==> src/rtl/bp_dcache_lce_mem_sweeper.sv <==
// ==== bp_dcache_lce_mem_sweeper : walks dcache tag/stat memories issuing clear/invalidate packets (rev 1.0) ====
`default_nettype none

module bp_dcache_lce_mem_sweeper #(
  parameter int sets_p = 64,
  parameter int ways_p = 8
) (
  input  logic                                      clk_i,
  input  logic                                      reset_i,
  input  logic                                      sweep_v_i,
  input  logic                                      sweep_mode_i,
  output logic                                      sweep_ready_o,
  output logic                                      sweep_done_o,
  output logic                                      busy_o,
  output logic                                      tag_mem_pkt_v_o,
  output logic [((sets_p > 1) ? $clog2(sets_p) : 1)-1:0] tag_mem_pkt_index_o,
  output logic [((ways_p > 1) ? $clog2(ways_p) : 1)-1:0] tag_mem_pkt_way_o,
  output logic [1:0]                                tag_mem_pkt_opcode_o,
  input  logic                                      tag_mem_pkt_yumi_i,
  output logic                                      stat_mem_pkt_v_o,
  output logic [((sets_p > 1) ? $clog2(sets_p) : 1)-1:0] stat_mem_pkt_index_o,
  output logic [1:0]                                stat_mem_pkt_opcode_o,
  input  logic                                      stat_mem_pkt_yumi_i
);

  localparam int idx_w = (sets_p > 1) ? $clog2(sets_p) : 1;
  localparam int way_w = (ways_p > 1) ? $clog2(ways_p) : 1;
  localparam logic [idx_w-1:0] last_set_c = idx_w'(sets_p - 1);
  localparam logic [way_w-1:0] last_way_c = way_w'(ways_p - 1);

  typedef enum logic [1:0] {
    e_reset = 2'd0,
    e_clear = 2'd1,
    e_inv   = 2'd2,
    e_idle  = 2'd3
  } state_e;

  state_e           state_q, state_n;
  logic [idx_w-1:0] set_q, set_n;
  logic [way_w-1:0] way_q, way_n;
  logic             tag_sent_q, tag_sent_n;
  logic             stat_sent_q, stat_sent_n;
  logic             done_q, done_n;

  logic sweeping;
  logic tag_fire, stat_fire;
  logic tag_step_done, stat_step_done;

  always_ff @(posedge clk_i) begin
    if (reset_i) begin
      state_q     <= e_reset;
      set_q       <= '0;
      way_q       <= '0;
      tag_sent_q  <= 1'b0;
      stat_sent_q <= 1'b0;
      done_q      <= 1'b0;
    end else begin
      state_q     <= state_n;
      set_q       <= set_n;
      way_q       <= way_n;
      tag_sent_q  <= tag_sent_n;
      stat_sent_q <= stat_sent_n;
      done_q      <= done_n;
    end
  end

  assign sweeping  = (state_q == e_clear) || (state_q == e_inv);
  assign tag_fire  = tag_mem_pkt_v_o && tag_mem_pkt_yumi_i;
  assign stat_fire = stat_mem_pkt_v_o && stat_mem_pkt_yumi_i;

  // In invalidate mode the tag side of a step finishes only with the last way.
  assign tag_step_done  = tag_sent_q
                       || (tag_fire && ((state_q == e_clear) || (way_q == last_way_c)));
  assign stat_step_done = stat_sent_q || stat_fire;

  always_comb begin
    state_n     = state_q;
    set_n       = set_q;
    way_n       = way_q;
    tag_sent_n  = tag_sent_q;
    stat_sent_n = stat_sent_q;
    done_n      = 1'b0;

    case (state_q)
      e_reset: begin
        state_n     = e_clear;
        set_n       = '0;
        way_n       = '0;
        tag_sent_n  = 1'b0;
        stat_sent_n = 1'b0;
      end

      e_clear, e_inv: begin
        if (tag_fire && (state_q == e_inv) && (way_q != last_way_c)) begin
          way_n = way_q + way_w'(1);
        end
        if (tag_step_done && stat_step_done) begin
          tag_sent_n  = 1'b0;
          stat_sent_n = 1'b0;
          way_n       = '0;
          if (set_q == last_set_c) begin
            state_n = e_idle;
            set_n   = '0;
            done_n  = 1'b1;
          end else begin
            set_n = set_q + idx_w'(1);
          end
        end else begin
          tag_sent_n  = tag_step_done;
          stat_sent_n = stat_step_done;
        end
      end

      e_idle: begin
        if (sweep_v_i) begin
          state_n     = sweep_mode_i ? e_inv : e_clear;
          set_n       = '0;
          way_n       = '0;
          tag_sent_n  = 1'b0;
          stat_sent_n = 1'b0;
        end
      end

      default: state_n = e_reset;
    endcase
  end

  assign tag_mem_pkt_v_o       = sweeping && !tag_sent_q;
  assign tag_mem_pkt_index_o   = set_q;
  assign tag_mem_pkt_way_o     = way_q;
  assign tag_mem_pkt_opcode_o  = (state_q == e_inv) ? 2'd1 : 2'd0;
  assign stat_mem_pkt_v_o      = sweeping && !stat_sent_q;
  assign stat_mem_pkt_index_o  = set_q;
  assign stat_mem_pkt_opcode_o = 2'd0;

  assign sweep_ready_o = (state_q == e_idle);
  assign busy_o        = (state_q != e_idle);
  assign sweep_done_o  = done_q;

endmodule

`default_nettype wire

==> config.mk <==
export PLATFORM = sky130hd
export DESIGN_NAME = bp_dcache_lce_mem_sweeper
export DESIGN_NICKNAME = d
export VERILOG_FILES = /design/src/rtl/bp_dcache_lce_mem_sweeper.sv
export SDC_FILE = /design/constraint.sdc
export NUM_CORES = 1
export LEC_CHECK = 0
export BUFFER_PORTS_ARGS = -buffer_cell sky130_fd_sc_hd__buf_2
export CORE_MARGIN = 2
export CORE_UTILIZATION = 45
export DETAILED_ROUTE_END_ITERATION = 10
export PLACE_DENSITY = 0.73
export SETUP_SLACK_MARGIN = 0.02
export SYNTH_ARGS = -nofsm -noshare
export SYNTH_HDL_FRONTEND = slang
export SYNTH_SLANG_ARGS = --single-unit
==> constraint.sdc <==
create_clock -name clk_i -period 5.75 [get_ports clk_i]
set_clock_uncertainty 0.1 [all_clocks]
set_input_delay 0.575 -clock clk_i [delete_from_list [all_inputs] [get_ports clk_i]]
set_output_delay 0.575 -clock clk_i [all_outputs]
set_load 0.01 [all_outputs]
Word-level counts from Yosys, hierarchy flattened
Index checks and enable logic that the tools add are counted.
- flip-flop bits (word level): 14
- bits of input ports: 6
- output and inout bits: 24
- word-level logic and storage cells: 61
- add/subtract/negate cells: 2
- equality and inequality tests: 11
- muxes and demuxes: 20
- bitwise gates (word level): 2
- reductions and logical operators: 20
- operators by type and width (cell ; count):
    two-way mux 6 bit ; 3
    case mux 6 bit (3 select lines) ; 1
    two-way mux 3 bit ; 3
    case mux 3 bit (3 select lines) ; 1
    logical AND 1 bit ; 8
    two-way mux 2 bit ; 4
    != test 2 bit, second input constant ; 4
    adder 6 x 1 -> 6 bit, second input constant ; 1
    == test 6 bit, second input constant ; 1
    != test 3 bit, second input constant ; 2
    case mux 1 bit (3 select lines) ; 2
    case mux 2 bit (3 select lines) ; 1
    two-way mux 1 bit ; 5
    == test 2 bit, second input constant ; 2
    logical OR 1 bit ; 4
    AND reduction 2 bit ; 2
    adder 3 x 1 -> 3 bit, second input constant ; 1
    == test 3 bit, second input constant ; 1
    AND reduction 3 bit ; 1
    OR reduction 3 bit ; 1
    == test 2 x 1 -> 1 bit, second input constant ; 1
    zero test 1 bit ; 2
    zero test 2 bit ; 1
    inverter 1 bit ; 2
    OR reduction 2 bit ; 1

Logic depth before layout (Yosys ltp)
Gate-level depths: netlist (run 1).
- depth after elaboration: 9
- mapped depth: 8
- mapped depth without buffers: 6

Worst setup path before layout (run 1)
No wires, ideal clock.
- path kind: register to register
- start: reg state_q[0]
- end: reg state_q[1]
- setup time: 0.121 ns
- arrival time: 1.941 ns
- required time: 5.529 ns
- slack: 3.589 ns
- stages on the path, launching flop included: 8
- path buffers: 1
- period minus slack after synthesis: 2.161 ns
- cell sequence: dfxtp_1 inv_1 ha_1 buf_6 o211a_1 o21ai_1 o31ai_1 mux2_2
- word-level cells in the longest chain between the ends: 9
- elaborated cells between the ends (all ways): 20
- those cells by class: 6 x eq/ne; 1 x mux; 13 x reduce/logical
- ends and longest elaborated chain (what ; RTL line ; source):
    start, declared ; 38 ; state_e state_q, state_n;
    start signal, assigned ; 51 ; state_q <= e_reset;
    start signal, assigned ; 58 ; state_q <= state_n;
    == test 2 x 1 -> 1 bit / == test 2 bit (equally long branches) ; 67, 73, 84 ;
    logical OR 1 bit ; 67 ; assign sweeping = (state_q == e_clear) || (state_q == e_inv);
    logical AND 1 bit ; 128 ; assign tag_mem_pkt_v_o = sweeping && !tag_sent_q;
    logical AND 1 bit ; 68 ; assign tag_fire = tag_mem_pkt_v_o && tag_mem_pkt_yumi_i;
    logical AND 1 bit ; 73 ; || (tag_fire && ((state_q == e_clear) || (way_q == last_way_c)));
    logical OR 1 bit ; 73 ;
    logical AND 1 bit ; 97 ; if (tag_step_done && stat_step_done) begin
    != test 2 bit (no line) ; -- ;
    AND reduction 3 bit (no line) ; -- ;
Several ways; a longest one is shown, not always the timed one.
A chain may end at the register's enable or synchronous reset.

Worst setup path after layout (run 1)
Ends and elaborated chain as after synthesis.

==> results.tsv, run 1 <==
stage	metric	value	unit
global_routing	grt_pass1_vias	685	
flow_run	maxCapViolations	0	
yosys	yosysSeqAreaShare	0.317	
yosys	syn_area	883	um^2
detailed_routing	drt_first_iter_violations	25	
yosys	yosysWarnings	0	
yosys	syn_inst	105	
layout	fin_nets	139	
global_routing	grtUsageTotal	0.161	
layout	antenna_cells	0	
yosys	synth_top_area_frac	0.317	
layout	final_cells	152	
setup_path	start_kind	flip-flop	
clock_tree	cts_buffers	3	
timing	fmax	386	MHz
clock_tree	cts_tree	done	
setup_path	worstPathArrival	2.66	ns
timing	slew_headroom	0.523	
clock_tree	h-tree-depth	1	
yosys	syn_area_per_cell	8.41	um^2
clock_tree	clk_pin_slew_worst_paths	0.09	ns
timing	drv_slew	0	
outcome	outcome	complete, no violations	
floorplanning	start_util	0.464	
pwr	finalPower	362	uW
timing	rsz0062_at_grt	false	
floorplanning	placeableCoreArea	1900	um^2
placement	place_congestion	0.826	
placement	port_buffers	26	
floorplanning	fp-row-count	16	
timing	setup-tns-final	0	ns
clock_tree	clock_latency	0.27	ns
layout	drive_gt1_frac	0.264	
min_path	hold_class	reg2reg	
floorplanning	die_area	2330	um^2
global_routing	antenna_found_initial	0	
clock_tree	cts_sinks	14	
setup_path	crit_fanout	10	
detailed_routing	vias	783	
setup_path	crit_type	reg2reg	
global_routing	grt_overflow	0	
detailed_routing	wl_per_cell	12.0	um
setup_path	cp_num_buf_inv	1	
pwr	powerDensity	363	nW/um^2
placement	dp_hpwl	1.38	mm
yosys	ys_top_cells_by_area	dfxtp_1, ha_1, buf_4, a21oi_1, nand3_1	
yosys	yosysTopAreaCell	dfxtp_1	
detailed_routing	wl	1.82	mm
setup_path	critPathTopFamily	compound AO/OA/AOI/OAI gates	
timing	period_share	0.451	
floorplanning	ios	30	
timing	worstMarginPinSlew	0.709	ns
pwr	power_leakage	0.000466	uW
layout	areaGrowthSynthToFinish	12.9	%
clock_tree	cts_resized	0	
setup_path	required	5.82	ns
setup_path	critPathCaptureType	flip-flop	
floorplanning	die_x	48.3	um
yosys	ys_ff_latch	14	
timing	post-route-min-period	2.59	ns
global_routing	grt_max_degree	17	
clock_tree	postCtsSetupBuffers	0	
yosys	synth_cell_type_count	36	
floorplanning	die_height	48.3	um
setup_path	crit_chain	inv_1 -> ha_1 -> o211a_1 -> o21ai_1 -> o31ai_1 -> mux2_2	
detailed_routing	drtPass1Iterations	4	
timing	setup_violations	0	
pwr	vdd_drop_max	0.204	mV
clock_tree	ctsRootBufferMaster	clkbuf_4	
setup_path	max_stage_delay	0.68	ns
detailed_routing	vias_per_cell	5.15	
detailed_routing	antenna_left	0	
detailed_routing	drc	0	
setup_path	slowest_stage	o31ai_1	
timing	hold_violations	0	
clock_tree	clockBufferDepth	2	
global_routing	grt_pass1_wl	3.02	mm
clock_tree	hold_buffers	0	
placement	placedCellCount	148	
==> routing by layer <==
metal | vias up | share of wire | track usage
met4 | 0 | 0.0082 | 0.0429
li1 | 409 | - | -
met1 | 349 | 0.48 | 0.217
met2 | 23 | 0.46 | 0.257
met3 | 2 | 0.058 | 0.0401
met5 | - | 0 | 0
==> worst reg2reg max path: stages (launching register included) <==
cell	delay, ns
dfxtp_1	0.39
inv_1	0.08
ha_1	0.45
o211a_1	0.21
o21ai_1	0.17
o31ai_1	0.68
mux2_2	0.40
==> cell type report <==
| cell class | instances | area [um^2] |
|---|---|---|
| Sequential cell | 14 | 280 |
| Multi-Input combinational cell | 76 | 498 |
| Clock buffer | 4 | 36.3 |
| Inverter | 5 | 18.8 |
| Fill cell | 193 | 905 |
| Tap cell | 27 | 33.8 |
| Timing Repair Buffer | 26 | 130 |
==> final timing paths <==
check / from / end / slack (ns) / cells past startpoint
worst min-delay path: tag_mem_pkt_way_o[2]$_SDFFE_PP0P_ / tag_mem_pkt_way_o[2]$_SDFFE_PP0P_ / 0.40 / 2
worst max register to register: state_q[0]$_SDFFE_PP0P_ / state_q[1]$_SDFFE_PP0P_ / 3.16 / 6
worst max-delay path: state_q[0]$_SDFFE_PP0P_ / state_q[1]$_SDFFE_PP0P_ / 3.16 / 6
worst min register to register: tag_mem_pkt_way_o[2]$_SDFFE_PP0P_ / tag_mem_pkt_way_o[2]$_SDFFE_PP0P_ / 0.40 / 2
==> flip-flops by register name, summed over array words and instances (netlist names) <==
register              flops
stat_mem_pkt_index_o      6
tag_mem_pkt_way_o         3
state_q                   2
stat_sent_q               1
sweep_done_o              1
tag_sent_q                1
==> cell usage in the layout, fill, tap and decap left out, drive strengths merged, types with 2 or more instances in the layout <==
cell     n
a211oi   3
conb     3
inv      5
ha       7
nor2     4
o21a     2
nor3     3
and3     2
dfxtp   14
or3      3
a21oi    7
nand2    7
nand3    6
or4      2
o211ai   2
buf     26
o21ai    6
nand2b   4
nor2b    2
clkbuf   4
==> per-stage QoR <==
stage,cell area [um^2],hold WS [ns],worst slack (ns),utilization
finish,997,0.399,3.16,0.524
global route,997,0.430,3.00,0.524
floorplan,891,0.397,3.59,-
CTS,997,0.405,3.16,0.524
detailed placement,961,0.395,3.18,0.505
global placement,961,0.385,3.35,0.505
==> power breakdown <==
part	internal [uW]	total (uW)	leakage (uW)	switching [uW]
logic	69.7	171	0.000332	102
registers	107	119	0.000113	12.1
clock network	38.5	71.2	0.0000210	32.8
total	215	362	0.000466	147
==> logic make-up (layout without fill, tap and decap cells) <==
group | Yosys count | after routing | share of synthesized area
flip-flops | 14 | 14 | 0.317
adder cells (fa/ha/maj) | 7 | 7 | 0.0991
AO/OA/AOI/OAI | 26 | 26 | 0.187
other | 1 | 3 | 0.00425
AND/OR/NAND/NOR | 38 | 38 | 0.242
buffers and inverters | 17 | 35 | 0.127
XOR/XNOR | 1 | 1 | 0.00992
multiplexers | 1 | 1 | 0.0127
==> cell usage after synthesis <==
library cell,number
conb_1,1
and3_1,2
a31oi_1,1
nand3b_1,1
dfxtp_1,14
nor3_1,3
xor2_1,1
or4_1,2
o211a_1,1
o21a_1,2
nor3b_1,1
a21o_2,1
nor2b_4,1
o211ai_1,2
nor2b_1,1
o21ai_0,5
nand4_1,1
o22ai_1,1
nor2_1,4
nand2b_1,4
or3_1,3
a21oi_1,7
nand2_1,7
nand3_1,6
o21ai_1,1
mux2_2,1
ha_1,7
buf_4,9
buf_6,2
a211o_1,1
clkbuf_1,1
inv_1,5
nor4_1,1
a211oi_1,3
nor4b_1,1
o31ai_1,1
Power figures use the tool's default switching activity.
==> run 2: changes to the inputs <==
Settings changed: ABC_AREA set to 1, PLACE_DENSITY 0.73 to 0.71.
Clock period 5.75 ns to 2.4 ns, I/O delays scaled along.
==> run 2 against run 1 <==
Net effect:
- critical path depth rose by 7
- global-route usage rose by 0.38 points
- routed wire length rose by 6.6%
- register-to-register slack got worse by 2.9 ns
- fmax rose by 22%
- sequential power rose to 2.8 times the previous value
- via count rose by 15%
- core utilization rose by 2.7 points
- critical endpoint is now state_q[0]$_SDFFE_PP0P_
==> results.tsv, run 2 <==
stage	metric	value	unit
timing	hold_violations	0	
detailed_routing	vias_per_cell	4.93	
pwr	share_comb_of_total_power	0.583	
timing	setup_violations	0	
clock_tree	cts_tree	done	
flow_run	maxCapViolations	0	
placement	dp_hpwl	1.53	mm
detailed_routing	wl_per_cell	10.7	um
min_path	hold_class	in2reg	
global_routing	grt_pass1_wl	3.28	mm
setup_path	start_kind	flip-flop	
clock_tree	hold_buffers	0	
pwr	powerDensity	1080	nW/um^2
clock_tree	clk_pin_slew_worst_paths	0.09	ns
floorplanning	die_height	50.7	um
setup_path	worstPathArrival	2.21	ns
yosys	async_reset_ff_frac	0	
layout	largest_register_ffs	6	
global_routing	grt_overflow	0	
floorplanning	start_util	0.491	
global_routing	grtUsageTotal	0.165	
timing	setup_slack	0.273	ns
global_routing	use_met3	0.0357	
pwr	internal_power	627	uW
setup_path	critPathTopFamily	simple AND/OR/NAND/NOR gates	
floorplanning	ios	30	
layout	fin_util	0.551	
layout	drive_gt1_frac	0.258	
placement	place_congestion	0.825	
setup_path	required	2.49	ns
yosys	syn_area	982	um^2
global_routing	grt_pass1_vias	802	
detailed_routing	wl	1.94	mm
layout	layout_commonest_cell	buf_2	
yosys	yosysSeqAreaShare	0.285	
setup_path	crit_type	reg2reg	
yosys	yosysTopAreaCell	dfxtp_1	
floorplanning	die_x	50.7	um
detailed_routing	antenna_left	0	
setup_path	cp_num_buf_inv	3	
timing	drv_slew	0	
clock_tree	cts_resized	0	
timing	rsz0062_at_grt	false	
outcome	outcome	complete, no violations	
setup_path	crit_fanout	9	
setup_path	max_stage_delay	0.55	ns
layout	fillers	200	
setup_path	crit_chain	inv_1 -> ha_1 -> inv_4 -> nor2_8 -> nand3_4 -> nand2_4 -> nand2_4 -> nand2_4 -> nand2_4 -> nand2_1 -> nand2_1 -> nand2_1 -> inv_1	
timing	setup-tns-final	0	ns
layout	fin_nets	169	
clock_tree	h-tree-depth	1	
floorplanning	die_area	2570	um^2
floorplanning	fp-row-count	16	
pwr	power_leakage	0.000585	uW
floorplanning	placeableCoreArea	2000	um^2
clock_tree	cts_sinks	14	
yosys	ys_top_cells_by_area	dfxtp_1, nand2_1, ha_1, nand3_1, buf_4	
detailed_routing	drc	0	
clock_tree	clock_latency	0.28	ns
timing	period_share	0.886	
layout	antenna_cells	0	
global_routing	antenna_found_initial	0	
detailed_routing	drtPass1Iterations	4	
pwr	vdd_drop_max	0.553	mV
pwr	switching_share	0.474	
clock_tree	cts_buffers	3	
layout	areaGrowthSynthToFinish	12.4	%
pwr	finalPower	1190	uW
clock_tree	postCtsSetupBuffers	0	
timing	post-route-min-period	2.13	ns
yosys	yosysWarnings	0	
pwr	pwr-share-clk	0.141	
detailed_routing	drt_first_iter_violations	26	
pwr	p_switching	565	uW
yosys	syn_inst	135	
placement	port_buffers	26	
yosys	yosysMostFrequentCell	nand2_1	
yosys	synthFlopType	dfxtp_1	
global_routing	grt_max_degree	14	
setup_path	critPathCaptureType	flip-flop	
pwr	seq_power_share	0.277	
setup_path	slowest_stage	ha_1	
yosys	syn_area_per_cell	7.28	um^2
setup_path	cp_common_cell	nand2_4	
placement	dpl_worst_slack	0.289	ns
detailed_routing	vias	897	
global_routing	grt_use_met2	0.283	
clock_tree	clockBufferDepth	2	
yosys	synth_top_area_frac	0.285	
timing	fmax	470	MHz
clock_tree	ctsRootBufferMaster	clkbuf_4	
yosys	synth_cell_type_count	25	
yosys	synth_edf_count	0	
yosys	ys_ff_latch	14	
global_routing	busiest_layer	met2	
layout	final_cell_mix	buf_2, nand2_1, inv_1	
global_routing	grtUsageMet1	0.208	
yosys	synthTopCellsByCount	nand2_1, inv_1, dfxtp_1, nand3_1, nor2_1	
==> run 2: cell types whose count changed after synthesis, sizes merged, moves of 4 or more <==
cell,change
nand2b,-4
nand3,+11
inv,+11
a21oi,+4
nand4,+4
nor2,+10
nand2,+22
==> run 2: cell type report <==
type / instances / area, um^2 / area share
Clock buffer: 4 / 36.3 / 0.0329
Inverter: 16 / 62.6 / 0.0567
Multi-Input combinational cell: 95 / 561 / 0.508
Sequential cell: 14 / 280 / 0.254
Tap cell: 27 / 33.8 / 0.0306
Timing Repair Buffer: 26 / 130 / 0.118
==> run 2: power by group through the flow <==
stage          Sequential, uW  Combinational, uW  Clock [uW]
6_report                  330                694         168
5_1_grt                   338                786         186
4_1_cts                   329                693         172
3_3_place_gp              332                680           0
2_1_floorplan             343                552           0
3_5_place_dp              335                689           0
==> run 2: cell families after synthesis <==
| kind of cell | after synthesis | synth area share |
|---|---|---|
| flip-flops | 14 | 0.285 |
| XOR/XNOR | 2 | 0.0178 |
| other | 1 | 0.00382 |
| AO/OA/AOI/OAI | 15 | 0.0790 |
| adder cells (fa/ha/maj) | 7 | 0.0892 |
| AND/OR/NAND/NOR | 68 | 0.373 |
| buffers and inverters | 28 | 0.152 |
==> run 2: worst paths after layout <==
kind                                          start                                   end  cells past startpoint  slack [ns]
setup / recovery            state_q[0]$_SDFFE_PP0P_               state_q[0]$_SDFFE_PP0P_                     13        0.27
hold / removal                              reset_i  stat_mem_pkt_index_o[1]$_SDFFE_PP0P_                      2        0.16
setup reg to reg            state_q[0]$_SDFFE_PP0P_               state_q[0]$_SDFFE_PP0P_                     13        0.27
hold reg to reg   tag_mem_pkt_way_o[1]$_SDFFE_PP0P_     tag_mem_pkt_way_o[1]$_SDFFE_PP0P_                      2        0.42
==> run 2: routing by layer <==
metal  vias to the layer above  wire, um
li1                        467         -
met1                       409       938
met2                        21       913
met3                         0        88
met4                         0         0
met5                         -         0
==> run 2: metrics by stage <==
step                instance area, um^2  hold WS (ns)  instances
floorplan                           990         0.345        137
global placement                   1070         0.384        178
detailed placement                 1070         0.406        178
CTS                                1100         0.150        182
global route                       1100         0.157        182
finish                             1100         0.156        182
